===== src/rtl/logic_thief_ctrl.sv =====
// Capture sequencer for the logic-thief trace BRAM: circular pre-trigger capture,
// masked trigger on the probed ctrl byte, programmable post-trigger run, then stop.
module logic_thief_ctrl #(
    parameter int unsigned DEPTH_LOG2 = 8,
    parameter int unsigned CTRL_WIDTH = 8
) (
    input  logic                  clk_i,
    input  logic                  reset_i,
    input  logic [31:0]           cmd_i,
    input  logic [CTRL_WIDTH-1:0] probe_ctrl_i,
    input  logic [CTRL_WIDTH-1:0] trig_val_i,
    input  logic [CTRL_WIDTH-1:0] trig_mask_i,
    input  logic [DEPTH_LOG2-1:0] post_count_i,
    output logic [DEPTH_LOG2-1:0] wr_addr_o,
    output logic                  wr_en_o,
    output logic [DEPTH_LOG2-1:0] trig_addr_o,
    output logic                  wrapped_o,
    output logic [1:0]            state_o,
    output logic                  done_o
);

    typedef enum logic [1:0] {
        IDLE    = 2'b00,
        CAPTURE = 2'b01,
        POST    = 2'b10,
        DONE    = 2'b11
    } state_t;

    localparam logic [31:0] CMD_CLEAR = 32'hDEADDEAD;
    localparam logic [31:0] CMD_ARM   = 32'hDEADCAFE;
    localparam logic [31:0] CMD_FORCE = 32'hDEADBEEF;

    state_t                state_q, state_d;
    logic [31:0]           cmd_q;
    logic [DEPTH_LOG2-1:0] ptr_q, ptr_d;
    logic [DEPTH_LOG2-1:0] trig_q, trig_d;
    logic [DEPTH_LOG2-1:0] cnt_q, cnt_d;
    logic [DEPTH_LOG2-1:0] post_q, post_d;
    logic                  wrapped_q, wrapped_d;

    logic cmd_fire, is_clear, is_arm, is_force, match;

    always_comb begin
        cmd_fire = (cmd_i != cmd_q);
        is_clear = cmd_fire && (cmd_i == CMD_CLEAR);
        is_arm   = cmd_fire && (cmd_i == CMD_ARM);
        is_force = cmd_fire && (cmd_i == CMD_FORCE);
        match    = (((probe_ctrl_i ^ trig_val_i) & trig_mask_i) == '0);
    end

    always_comb begin
        state_d   = state_q;
        ptr_d     = ptr_q;
        trig_d    = trig_q;
        cnt_d     = cnt_q;
        post_d    = post_q;
        wrapped_d = wrapped_q;
        if (is_clear) begin
            state_d   = IDLE;
            ptr_d     = '0;
            trig_d    = '0;
            wrapped_d = 1'b0;
            cnt_d     = '0;
        end else begin
            case (state_q)
                IDLE, DONE: begin
                    if (is_arm) begin
                        state_d   = CAPTURE;
                        ptr_d     = '0;
                        wrapped_d = 1'b0;
                        post_d    = post_count_i;
                    end
                end
                CAPTURE: begin
                    ptr_d = ptr_q + 1'b1;
                    if (ptr_q == '1) wrapped_d = 1'b1;
                    if (match || is_force) begin
                        trig_d = ptr_q;
                        if (post_q == '0) begin
                            state_d = DONE;
                        end else begin
                            state_d = POST;
                            cnt_d   = post_q;
                        end
                    end
                end
                POST: begin
                    // Wrap is tracked here too so "oldest = ptr when wrapped" holds after post writes wrap.
                    ptr_d = ptr_q + 1'b1;
                    if (ptr_q == '1) wrapped_d = 1'b1;
                    cnt_d = cnt_q - 1'b1;
                    if (cnt_q == DEPTH_LOG2'(1)) state_d = DONE;
                end
                default: state_d = IDLE;
            endcase
        end
    end

    always_ff @(posedge clk_i) begin
        cmd_q <= cmd_i;
        if (reset_i) begin
            state_q   <= IDLE;
            ptr_q     <= '0;
            trig_q    <= '0;
            cnt_q     <= '0;
            post_q    <= '0;
            wrapped_q <= 1'b0;
        end else begin
            state_q   <= state_d;
            ptr_q     <= ptr_d;
            trig_q    <= trig_d;
            cnt_q     <= cnt_d;
            post_q    <= post_d;
            wrapped_q <= wrapped_d;
        end
    end

    assign wr_en_o     = (state_q == CAPTURE) || (state_q == POST);
    assign wr_addr_o   = ptr_q;
    assign trig_addr_o = trig_q;
    assign wrapped_o   = wrapped_q;
    assign state_o     = state_q;
    assign done_o      = (state_q == DONE);

endmodule


===== config.mk =====
export PLATFORM = sky130hd
export DESIGN_NAME = logic_thief_ctrl
export DESIGN_NICKNAME = d
export VERILOG_FILES = /design/src/rtl/logic_thief_ctrl.sv
export SDC_FILE = /design/constraint.sdc
export NUM_CORES = 1
export LEC_CHECK = 0
export CORE_MARGIN = 3
export CORE_UTILIZATION = 62
export DETAILED_ROUTE_END_ITERATION = 10
export DONT_BUFFER_PORTS = 1
export GPL_TIMING_DRIVEN = 0
export PLACE_DENSITY = 0.83
export SYNTH_ARGS = -nofsm -noshare
export SYNTH_HDL_FRONTEND = slang
export SYNTH_SLANG_ARGS = --single-unit

===== constraint.sdc =====
create_clock -name clk_i -period 3.1 [get_ports clk_i]
set_input_delay 0.465 -clock clk_i [delete_from_list [all_inputs] [get_ports clk_i]]
set_output_delay 0.465 -clock clk_i [all_outputs]
set_load 0.1 [all_outputs]

* After elaboration in Yosys (flattened, before gate mapping)
Cells that the tools add are included.
** Word-level totals
- Flip-flop bits (word level) :: 67
- Input bits :: 66
- Output and inout port bits :: 21
- Word-level logic and storage cells :: 56
** Cells by class
- $add $sub $neg :: 2
- Equal/unequal tests :: 14
- Muxes and demuxes :: 13
- Bitwise logic cells :: 3
- Reductions and logical operators :: 17
** Operators by type and width (count)
- $eq 32x32->1 const B :: 3
- $ne 32x32->1 :: 1
- $pmux 8 s2 :: 2
- $mux 8 :: 3
- $logic_not 8->1 :: 2
- $reduce_and 3->1 :: 3
- $add 8x1->8 const B :: 1
- $and 8x8->8 :: 1
- $eq 8x1->1 const B :: 1
- $eq 8x8->1 const B :: 1
- $ne 2x2->1 const B :: 4
- $sub 8x1->8 const B :: 1
- $xor 8x8->8 :: 1
- $mux 2 :: 3
- $pmux 2 s3 :: 1
- $reduce_or 2->1 :: 3
- $eq 2x2->1 const B :: 2
- $reduce_and 2->1 :: 2
- $logic_and 1x1->1 :: 3
- $mux 1 :: 3
- $eq 2x1->1 const B :: 1
- $logic_not 2->1 :: 1
- $logic_or 1x1->1 :: 2
- $ne 2x1->1 const B :: 1
- 3 further kinds :: 3

* Longest topological paths before layout
- Depth in word-level cells :: 6
- Mapped depth :: 9
- Gate-level depth less buffers :: 8

* Worst setup path before layout
OpenSTA, ideal clock, no wires.
- Kind :: flip-flop to flip-flop
- From :: register state_q[0], in the netlist state_o[0]
- To :: register cnt_q[0]
- Setup time :: 0.074 ns
- Arrival time :: 3.533 ns
- Required time :: 3.026 ns
- Setup slack :: -0.507 ns
- Stages on the path, launching flop included :: 9
- Path buffers :: 0
- Period minus slack after synthesis :: 3.607 ns
- Path through :: dfxtp_1 -> inv_1 -> ha_1 -> inv_1 -> o41ai_1 -> or4_1 -> o21ba_2 -> or3b_1 -> a31oi_1
** Between the ends
- Longest elaborated chain between the ends :: 3
- Elaborated cells on any way between the ends :: 7
- Those cells by class :: eq/ne: 4; mux: 1; reduce/logical: 2
** RTL lines
- from (decl) :: RTL line 33 : state_t state_q, state_d;
- from (signal assigned) :: RTL line 109 : state_q <= state_d;
- $eq 2x1->1 / $eq 2x2->1 (equally long branches) :: RTL line 65 : case (state_q)
- $ne 2x2->1 (no line) / $reduce_bool 2->1 (equally long branches)
- $reduce_and 3->1 (no line)
- to (signal assigned) :: RTL line 112 : cnt_q <= cnt_d;
- to (decl) :: RTL line 37 : logic [DEPTH_LOG2-1:0] cnt_q, cnt_d;
Several ways; a longest one is shown, not always the timed one.
A chain may end at the register's enable or synchronous reset.

* Worst setup path after layout
Ends and elaborated chain as after synthesis.

==> impl_metrics.prom <==
# TYPE chip_impl_metric gauge
chip_impl_metric{name="numPlacedInstances",unit=""} 354
chip_impl_metric{name="antenna_violations_before_repair",unit=""} 0
chip_impl_metric{name="timing.final.max_slew_violations",unit=""} 0
chip_impl_metric{name="hold-path-cell-count",unit=""} 0
chip_impl_info{name="clk_root_buffer_cell",value="sky130_fd_sc_hd__clkbuf_8"} 1
chip_impl_metric{name="die-height",unit="um"} 75.3
chip_impl_metric{name="yosysTopAreaCellShare",unit=""} 0.451
chip_impl_metric{name="worst-endpoint-arrival",unit="ps"} 3190
chip_impl_metric{name="syn2layout_area_growth",unit="%"} 11.9
chip_impl_metric{name="cts_inserted_buffers",unit=""} 9
chip_impl_metric{name="first_pass_iteration_count_of_the_detailed_router",unit=""} 4
chip_impl_metric{name="clock-skew-final",unit="ps"} 13.0
chip_impl_metric{name="worst-path-max-fanout",unit=""} 7
chip_impl_metric{name="pin_count_of_the_biggest_net_entering_global_routing",unit=""} 12
chip_impl_metric{name="grt_pass1_vias",unit=""} 2161
chip_impl_metric{name="fmax",unit="GHz"} 0.340
chip_impl_info{name="cp_slowest_cell",value="sky130_fd_sc_hd__dfxtp_4"} 1
chip_impl_metric{name="cts-root-to-sink-buffers",unit=""} 2
chip_impl_metric{name="ys_ff_latch",unit=""} 67
chip_impl_metric{name="place.gp.congestion",unit=""} 0.832
chip_impl_info{name="grt_setup_unrepaired",value="false"} 1
chip_impl_metric{name="power_per_cell_area",unit="nW/um^2"} 711
chip_impl_metric{name="yosys_warnings",unit=""} 0
chip_impl_info{name="synth.most_common_cell",value="sky130_fd_sc_hd__dfxtp_1"} 1
chip_impl_metric{name="tightestPinTransition",unit="ps"} 1150
chip_impl_info{name="r2r-start",value="state_o[0]"} 1
chip_impl_metric{name="floorplan.die_area",unit="um^2"} 5670
chip_impl_info{name="tritoncts",value="built"} 1
chip_impl_info{name="dominantRegCellSynth",value="sky130_fd_sc_hd__dfxtp_1"} 1
chip_impl_metric{name="start_util",unit=""} 0.661
chip_impl_metric{name="antenna_cells_inserted",unit=""} 0
chip_impl_metric{name="worst_setup_hold_path_clk_slew",unit="ps"} 70
chip_impl_metric{name="dp.final_hpwl",unit="mm"} 4.89
chip_impl_info{name="worst_hold_startpoint",value="cmd_i[13]"} 1
chip_impl_metric{name="hold-worst-slack",unit="ps"} 153
chip_impl_metric{name="crit_path_max_incr_delay",unit="ps"} 550
chip_impl_info{name="netlist.top_cell.by_area",value="sky130_fd_sc_hd__dfxtp_1"} 1
chip_impl_info{name="run_status",value="finished, final reports clean"} 1
chip_impl_info{name="setup.worst_path.class",value="reg -> reg"} 1
chip_impl_metric{name="design.core.area",unit="um^2"} 4500
chip_impl_metric{name="fin_util",unit=""} 0.739
chip_impl_metric{name="drt_wl_total",unit="mm"} 6.64
chip_impl_info{name="startpoint_type",value="flip-flop"} 1
chip_impl_info{name="timing.hold.worst_endpoint",value="cmd_q[13]"} 1
chip_impl_metric{name="reg2reg_slack",unit="ps"} 160
chip_impl_metric{name="synth.distinct_cells",unit=""} 50
chip_impl_metric{name="hold_buffer_count_at_cts",unit=""} 0
chip_impl_metric{name="ios",unit=""} 87
chip_impl_metric{name="overflow_after_grt",unit=""} 0
chip_impl_info{name="crit-reg2reg-capture",value="cnt_q[0]"} 1
chip_impl_metric{name="final.period_utilization",unit=""} 0.948
chip_impl_metric{name="worst_ir_drop_vdd",unit="mV"} 0.465
chip_impl_metric{name="dp_slack",unit="ps"} -76.1
chip_impl_metric{name="combined_area_of_all_synthesized_cells",unit="um^2"} 2980
chip_impl_metric{name="final_cells",unit=""} 371
chip_impl_metric{name="drt_first_iter_violations",unit=""} 93
chip_impl_info{name="ys_top_cells_by_count",value="sky130_fd_sc_hd__dfxtp_1, sky130_fd_sc_hd__xor2_1, sky130_fd_sc_hd__nor2_1"} 1
chip_impl_metric{name="drive_gt1_frac",unit=""} 0.0972
chip_impl_metric{name="synth_nets",unit=""} 374
chip_impl_metric{name="asyncSetResetFlopFracSynth",unit=""} 0
chip_impl_info{name="hold_path.class",value="in -> reg"} 1
chip_impl_metric{name="finalSetupViolations",unit=""} 0
chip_impl_metric{name="finalHoldViolCount",unit=""} 0
chip_impl_info{name="crit_chain",value="inv_1 > ha_4 > clkinvlp_4 > o41ai_4 > or4_1 > o21ba_2 > or3b_1 > a31oi_1"} 1
chip_impl_metric{name="maxSlewHeadroom",unit=""} 0.230
chip_impl_metric{name="finalNetCount",unit=""} 386
chip_impl_metric{name="globalRouteTotalUtil",unit=""} 0.245
chip_impl_metric{name="leakagePower",unit="nW"} 1.24
chip_impl_info{name="post_synth_main_area_contributors",value="sky130_fd_sc_hd__dfxtp_1, sky130_fd_sc_hd__xor2_1, sky130_fd_sc_hd__mux2i_1, sky130_fd_sc_hd__nor2_1, sky130_fd_sc_hd__nand4b_1"} 1
chip_impl_metric{name="cts_sinks",unit=""} 67
chip_impl_metric{name="placementRows",unit=""} 24
chip_impl_metric{name="antenna_violating_nets_post_route",unit=""} 0
chip_impl_metric{name="max_cap_violations",unit=""} 0
chip_impl_metric{name="route.vias.total",unit=""} 2312
chip_impl_metric{name="synth_enable_flop_cells",unit=""} 0
chip_impl_metric{name="syn-instance-count",unit=""} 302
chip_impl_metric{name="worst_skew_pair.late_latency",unit="ps"} 340
chip_impl_metric{name="post-layout-total-power",unit="W"} 0.00237
chip_impl_info{name="setup.worst_path.end_class",value="flip-flop"} 1
chip_impl_metric{name="avg_wl_per_cell",unit="um"} 17.9
chip_impl_metric{name="worst-endpoint-required",unit="ps"} 3350
chip_impl_metric{name="period_minus_slack",unit="ps"} 2940
chip_impl_metric{name="timing.reg2reg.worst_path_depth",unit=""} 8
chip_impl_metric{name="post_synthesis_sequential_area_ratio",unit=""} 0.451
chip_impl_metric{name="count_of_port_buffers_added_during_placement",unit=""} 0
chip_impl_metric{name="h-tree-depth",unit=""} 3
chip_impl_metric{name="post-route-drc-count",unit=""} 0
chip_impl_metric{name="global_route_wire_length_before_repair",unit="mm"} 10.2
chip_impl_metric{name="drt-vias-per-instance",unit=""} 6.23
chip_impl_metric{name="die_w",unit="um"} 75.3
chip_impl_metric{name="postLayoutSetupSlackWorst",unit="ps"} 162
chip_impl_metric{name="postSynthAreaPerCell",unit="um^2"} 9.85
kinds of logic after synthesis:
group / Yosys count / synth area share
xor+xnor: 41 / 0.121
fa+ha+maj: 6 / 0.0252
flops: 67 / 0.451
mux: 22 / 0.0744
simple gates: 99 / 0.190
compound gates: 48 / 0.114
buf+inv: 19 / 0.0252
flip-flops by register name, indices dropped and copies added, names as in the netlist:
name and count:
wr_addr_o 8, cnt_q 8, cmd_q 32, wrapped_o 1, trig_addr_o 8, post_q 8, state_o 2
worst max-delay path, delay by kind of cell, from the launching register on:
kind | cells | cell delay [ps]
DFF | 1 | 550
AOI/OAI and AO/OA | 3 | 600
and+or+nand+nor | 2 | 860
buffers and inverters | 2 | 570
adders and majority gates | 1 | 270
per-stage QoR:
step           setup TNS, ps  instance area, um^2
6_report                   0                 3330
5_1_grt                    0                 3330
4_1_cts                    0                 3290
3_5_place_dp            -233                 3050
3_3_place_gp           -10.9                 3050
2_1_floorplan              0                 2980
area by class of cell:
class | count | area, um^2
Timing Repair Buffer | 1 | 7.51
Multi-Input combinational cell | 216 | 1590
Tap cell | 52 | 65.1
Buffer | 10 | 41.3
Clock buffer | 13 | 169
Sequential cell | 67 | 1350
Fill cell | 310 | 1180
Clock inverter | 3 | 68.8
Inverter | 9 | 37.5
timing repair:
action	CTS	global route
setup endpoints to repair	7	4
buffers inserted	0	1
pin swaps	0	0
resized for setup	1	4
power breakdown:
part	switching, W	leakage [nW]	internal (W)
logic	0.000320	0.569	0.000182
registers	0.000125	0.553	0.000903
clock network	0.000316	0.120	0.000521
total	0.000761	1.24	0.00161
per-layer routing:
metal / vias up / part of all wire / GRT usage
met5: - / 0 / 0
met4: 0 / 0.0041 / 0.0835
met3: 2 / 0.091 / 0.0868
met2: 98 / 0.47 / 0.392
met1: 1095 / 0.43 / 0.309
li1: 1117 / - / -
placed cells by master (no fill, tap or decap), types with 4 or more instances in the layout:
master	instances
sky130_fd_sc_hd__nor3_1	9
sky130_fd_sc_hd__dfxtp_1	65
sky130_fd_sc_hd__a22oi_1	5
sky130_fd_sc_hd__a21oi_1	8
sky130_fd_sc_hd__o211ai_1	4
sky130_fd_sc_hd__inv_1	8
sky130_fd_sc_hd__nand2_1	10
sky130_fd_sc_hd__ha_1	5
sky130_fd_sc_hd__o21ai_0	7
sky130_fd_sc_hd__clkbuf_8	12
sky130_fd_sc_hd__nand4_1	7
sky130_fd_sc_hd__nor4_1	12
sky130_fd_sc_hd__nand4b_1	9
sky130_fd_sc_hd__clkbuf_1	6
sky130_fd_sc_hd__nor2_1	28
sky130_fd_sc_hd__xor2_1	40
sky130_fd_sc_hd__mux2i_1	21
worst max-delay path by stage:
| stage | startpoint | endpoint | slack, ps | cells past startpoint |
|---|---|---|---|---|
| after floorplan | state_o[0] | cnt_q[0] | 160 | 8 |
| after global routing | state_o[0] | cnt_q[7] | 60 | 9 |
| after CTS | state_o[1] | cnt_q[0] | 60 | 7 |
| after global placement | state_o[0] | cnt_q[7] | -7 | 9 |
| after detailed placement | state_o[0] | cnt_q[0] | -80 | 8 |
| final | state_o[0] | cnt_q[0] | 160 | 8 |
Power figures use the tool's default switching activity.
